$ cat config.mk
export PLATFORM = sky130hd
export DESIGN_NAME = dmem_arbiter
export DESIGN_NICKNAME = d
export VERILOG_FILES = /design/src/rtl/dmem_arb_pkg.sv /design/src/rtl/dmem_arbiter_rr_arb2.sv /design/src/rtl/dmem_arbiter.sv
export SDC_FILE = /design/constraint.sdc
export NUM_CORES = 1
export LEC_CHECK = 0
export BUFFER_PORTS_ARGS = -buffer_cell sky130_fd_sc_hd__buf_4
export CAP_MARGIN = 20
export CELL_PAD_IN_SITES_DETAIL_PLACEMENT = 0
export CELL_PAD_IN_SITES_GLOBAL_PLACEMENT = 2
export CORE_AREA = 2 2 144 146
export CTS_CLUSTER_SIZE = 30
export DETAILED_ROUTE_END_ITERATION = 16
export DIE_AREA = 0 0 146 148
export PLACE_DENSITY = 0.83
export SYNTH_ARGS = -nofsm -noshare
export SYNTH_HDL_FRONTEND = slang
export SYNTH_SLANG_ARGS = --single-unit
export TNS_END_PERCENT = 10
$ cat constraint.sdc
create_clock -name clk -period 3.02 [get_ports clk]
set_clock_uncertainty 0.2 [all_clocks]
set_input_delay 0.604 -clock clk [delete_from_list [all_inputs] [get_ports clk]]
set_output_delay 0.604 -clock clk [all_outputs]
set_load 0.01 [all_outputs]
$ cat src/rtl/dmem_arb_pkg.sv
// dmem_arb_pkg: shared types and constants for the data-memory arbiter
package dmem_arb_pkg;

    typedef enum logic [1:0] {
        IDLE,
        ACCESS,
        RESP
    } state_t;

    localparam int DEPTH_DEFAULT = 256;

    typedef logic port_t;

    function automatic logic [1:0] port_mask(input port_t p);
        return p ? 2'b10 : 2'b01;
    endfunction

endpackage

$ cat src/rtl/dmem_arbiter_rr_arb2.sv
// rr_arb2: combinational two-way round-robin pick with an exclusion mask
module rr_arb2
    import dmem_arb_pkg::*;
(
    input  logic [1:0] req,
    input  port_t      ptr,
    input  logic [1:0] excl,
    output logic [1:0] gnt
);

    logic [1:0] elig;

    assign elig = req & ~excl;
    assign gnt  = (&elig) ? port_mask(ptr) : elig;

endmodule

$ cat src/rtl/dmem_arbiter.sv
// dmem_arbiter: two-port round-robin sequencer for a single-port data memory
module dmem_arbiter
    import dmem_arb_pkg::*;
#(
    parameter int DEPTH = DEPTH_DEFAULT,
    parameter int AW    = 32,
    parameter int DW    = 32
) (
    input  logic          clk,
    input  logic          reset,
    input  logic          p0_req,
    input  logic          p0_we,
    input  logic [AW-1:0] p0_addr,
    input  logic [DW-1:0] p0_wdata,
    output logic          p0_ack,
    output logic          p0_err,
    output logic [DW-1:0] p0_rdata,
    input  logic          p1_req,
    input  logic          p1_we,
    input  logic [AW-1:0] p1_addr,
    input  logic [DW-1:0] p1_wdata,
    output logic          p1_ack,
    output logic          p1_err,
    output logic [DW-1:0] p1_rdata,
    output logic [AW-1:0] mem_addr,
    output logic [DW-1:0] mem_wdata,
    output logic          mem_read,
    output logic          mem_write,
    input  logic [DW-1:0] mem_rdata,
    output logic          busy
);

    state_t        state, nxt;
    port_t         ptr, lat_port;
    logic          lat_we, err_q, in_range, grant;
    logic [AW-1:0] lat_addr;
    logic [DW-1:0] lat_wdata, rdata_q;
    logic [1:0]    req_v, excl, gnt;

    // only IDLE and RESP may grant; the port being acked sits out its RESP cycle
    assign req_v    = (state == IDLE || state == RESP) ? {p1_req, p0_req} : 2'b00;
    assign excl     = (state == RESP) ? port_mask(lat_port) : 2'b00;
    assign grant    = |gnt;
    assign in_range = lat_addr < AW'(DEPTH);

    rr_arb2 u_arb (
        .req  (req_v),
        .ptr  (ptr),
        .excl (excl),
        .gnt  (gnt)
    );

    // state register
    always_ff @(posedge clk) begin
        if (reset) begin
            state <= IDLE;
        end else begin
            state <= nxt;
        end
    end

    // latch the winner's command and hand priority to the other port
    always_ff @(posedge clk) begin
        if (reset) begin
            ptr       <= 1'b0;
            lat_port  <= 1'b0;
            lat_we    <= 1'b0;
            lat_addr  <= '0;
            lat_wdata <= '0;
        end else if (grant) begin
            ptr       <= ~gnt[1];
            lat_port  <= gnt[1];
            lat_we    <= gnt[1] ? p1_we : p0_we;
            lat_addr  <= gnt[1] ? p1_addr : p0_addr;
            lat_wdata <= gnt[1] ? p1_wdata : p0_wdata;
        end
    end

    // capture the response at the end of the access cycle
    always_ff @(posedge clk) begin
        if (reset) begin
            rdata_q <= '0;
            err_q   <= 1'b0;
        end else if (state == ACCESS) begin
            rdata_q <= (in_range && !lat_we) ? mem_rdata : '0;
            err_q   <= !in_range;
        end
    end

    // next state, memory command and port responses
    always_comb begin
        nxt       = state;
        mem_addr  = '0;
        mem_wdata = '0;
        mem_read  = 1'b0;
        mem_write = 1'b0;
        p0_ack    = 1'b0;
        p1_ack    = 1'b0;
        case (state)
            IDLE:    nxt = grant ? ACCESS : IDLE;
            ACCESS: begin
                nxt       = RESP;
                mem_addr  = lat_addr;
                mem_wdata = lat_wdata;
                mem_read  = in_range && !lat_we && !reset;
                mem_write = in_range && lat_we && !reset;
            end
            RESP: begin
                nxt    = grant ? ACCESS : IDLE;
                p0_ack = !lat_port && !reset;
                p1_ack = lat_port && !reset;
            end
            default: nxt = IDLE;
        endcase
        p0_err   = p0_ack && err_q;
        p1_err   = p1_ack && err_q;
        p0_rdata = p0_ack ? rdata_q : '0;
        p1_rdata = p1_ack ? rdata_q : '0;
        busy     = state != IDLE;
    end

endmodule

==> results.yml <==
detailed_routing:
  detail_route.vias_per_cell: 4.87
  drtPass1Iterations: 6
  wl_per_cell_microns: 16.8
  drcViolationCount: 0
  num_vias: 5336
  maxUsedRoutingLayer: "met4"
  met2RoutedLength_microns: 8260
  antenna_violation_net_count_after_detailed_routing: 0
  detailed_route_iter0_violations: 391
  routed-wl-met3_microns: 1750
  met1_length_microns: 8080
  routed_wirelength_microns: 18300
cts:
  post_cts_resize_count: 0
  cts_setup_buffers: 0
  cts.htree.levels: 3
  cts_root_buf: "sky130_fd_sc_hd__clkbuf_16"
  number_of_buffers_created_by_cts: 9
  ctsHoldBuffers: 0
  cts_tree: "yes"
  clock_sinks: 102
  clock_pin_transition_on_the_worst_setup_and_hold_timing_paths_ps: 70
  clk-insertion-delay-late_ps: 350
  clk_path_buf_depth: 2
sta:
  setup_repair_after_global_routing_missed_its_margin: "false"
  final-setup-viol-count: 0
  max_slew_margin_pct: 58.3
  peak_freq_mhz: 363
  worst_slew_pin_slew_ps: 625
  final_hold_viol_count: 0
  totalNegativeSetupSlack_ps: 0
  timing.final.crit_period_ps: 2750
  final.period_utilization_pct: 91.2
  max_slew_violation_count: 0
setup_path:
  endpoint_kind: "output port"
  crit_path_max_incr_delay_ps: 460
  start_kind: "register"
  worstReg2RegStart: "lat_port"
  cp.arrival_ps: 1950
  cp.required_ps: 2220
  cp_cell_sequence: "inv_1 -> nor4_2 -> buf_4 -> and2_1 -> buf_4"
  number_of_buffers_and_inverters_on_the_critical_path: 3
  critPathMostFrequentCell: "sky130_fd_sc_hd__buf_4"
  crit_path_max_fanout: 31
  critPathSlowestCell: "sky130_fd_sc_hd__dfxtp_2"
  critical-path-top-delay-family: "buffers and inverters"
  setup.worst_path.class: "register to output port"
  start_point_of_the_critical_path: "state[1]"
placed_design:
  dpl.cell_count: 1079
  place.gp.congestion: 0.705
  post-dp-hpwl_microns: 12400
  port_buffers: 300
synth:
  synth.yosys.seq_area_share_pct: 41.5
  synthesis.area_sq_um: 4920
  syn_area_per_cell_sq_um: 8.73
  yosysUniqueCellTypes: 28
  number_of_register_bits_inferred_by_synthesis: 102
  cell_count_after_synthesis: 564
  synth-edff-count: 0
  synth_top_flop_cell: "sky130_fd_sc_hd__dfxtp_1"
  yosys_warnings: 0
  postSynth.asyncResetShare_pct: 0
  synth.net_count: 730
worst_hold_path:
  timing.hold.worst.start: "p0_wdata[21]"
  worstHoldPathType: "input port to register"
floorplanning:
  core_region_area_sq_um: 20000
  initial_utilization_pct: 24.6
  floorplan.die_area_sq_um: 21600
  placement_rows: 52
  die_w_microns: 146
  die_y_microns: 148
  ioPinCount: 301
layout:
  layoutNonFillerInstCount: 1095
  drive_gt1_share_pct: 40.7
  antenna_cells_inserted: 0
  area_growth_pct: 57.0
  final_net_count: 986
  area_of_the_multi_input_gates_sq_um: 2490
  seq_area_sq_um: 2040
  final.fill_count: 2126
  most-common-layout-cells: "sky130_fd_sc_hd__buf_4, sky130_fd_sc_hd__dfxtp_1, sky130_fd_sc_hd__and2_1, sky130_fd_sc_hd__nor2_1, sky130_fd_sc_hd__a222oi_1"
  layout_commonest_cell: "sky130_fd_sc_hd__buf_4"
global_routing:
  track_usage_pct: 16.6
  grt_first_pass_wirelength_microns: 28800
  global_route.overflow_total: 0
  grt_pass1_vias: 5262
  grt_max_degree: 131
  number_of_antenna_violations_at_the_first_check_in_global_routing: 0
power_and_ir_drop:
  powerDensity_nw_per_um2: 458
  total_power_w: 0.00354
  p_leak_nw: 3.32
  ir_drop_v: 0.000250
run:
  maxCapViolCount: 0
outcome:
  run_status: "finished clean"
## where the power goes
group / total, W / internal, W / switching (W)
Clock: 0.00129 / 0.000752 / 0.000538
Sequential: 0.00150 / 0.00144 / 0.0000639
Combinational: 0.000743 / 0.000363 / 0.000381
## final cells by class
type                            count  area share [%]
Multi-Input combinational cell    359            32.2
Timing Repair Buffer              314            31.1
Sequential cell                   102            26.4
Tap cell                          270            4.37
Clock buffer                       11            3.14
Inverter                           34            1.65
Clock inverter                      5            1.07
## metal layers
metal / track usage (%) / vias up
li1: - / 2616
met1: 21.0 / 2451
met2: 27.0 / 256
met3: 5.25 / 13
met4: 4.90 / 0
met5: 0 / -
## worst paths after layout
path | to | slack (ps) | cells past startpoint
worst max register to register | lat_wdata[0] | 750 | 5
worst min-delay path | lat_wdata[21] | 290 | 3
worst max-delay path | p0_rdata[3] | 270 | 5
worst min register to register | rdata_q[26] | 290 | 2
## cells by family (layout without fill, tap and decap cells)
kind of cell	after synthesis	count (layout)	synth area share, %
muxes	1	1	0.203
AOI/OAI and AO/OA	104	104	20.0
buffers and inverters	103	364	8.99
and+or+nand+nor	254	254	29.4
DFF	102	102	41.5
## worst register-to-register path, delay by kind of cell, from the launching register on
family                 cells  cell delay (ps)
AO/OA/AOI/OAI              2              980
flip-flops                 1              500
buffers and inverters      1              290
multiplexers               1              120
AND/OR/NAND/NOR            1               70
## cell usage after synthesis, types with 3 or more instances
library cell	count	area share (%)
sky130_fd_sc_hd__inv_1	34	2.6
sky130_fd_sc_hd__dfxtp_1	102	41
sky130_fd_sc_hd__clkbuf_1	45	3.4
sky130_fd_sc_hd__o32ai_1	32	5.7
sky130_fd_sc_hd__a222oi_1	65	13
sky130_fd_sc_hd__nor2_1	70	5.3
sky130_fd_sc_hd__nor4_1	39	5.0
sky130_fd_sc_hd__buf_1	3	0.23
sky130_fd_sc_hd__buf_2	15	1.5
sky130_fd_sc_hd__nand3b_1	32	4.9
sky130_fd_sc_hd__and2_1	98	12
sky130_fd_sc_hd__nand2_1	3	0.23
sky130_fd_sc_hd__buf_6	4	0.91
sky130_fd_sc_hd__nor2b_1	3	0.38
## stage by stage
step           utilization [%]  setup WS, ps  hold slack (ps)  area [sq um]
6_report                  38.6           267              289          7730
3_5_place_dp              37.0           425              285          7400
5_1_grt                   38.6           101              279          7730
4_1_cts                   38.6          32.7              268          7730
3_3_place_gp              37.0           521              285          7400
2_1_floorplan                -           646              270          4920
## flip-flops by register name (all words and copies together) (netlist names)
register / count
err_q: 1
lat_wdata: 32
lat_port: 1
rdata_q: 32
state: 2
lat_we: 1
lat_addr: 32
ptr: 1
(Power assumes the default switching activity.)
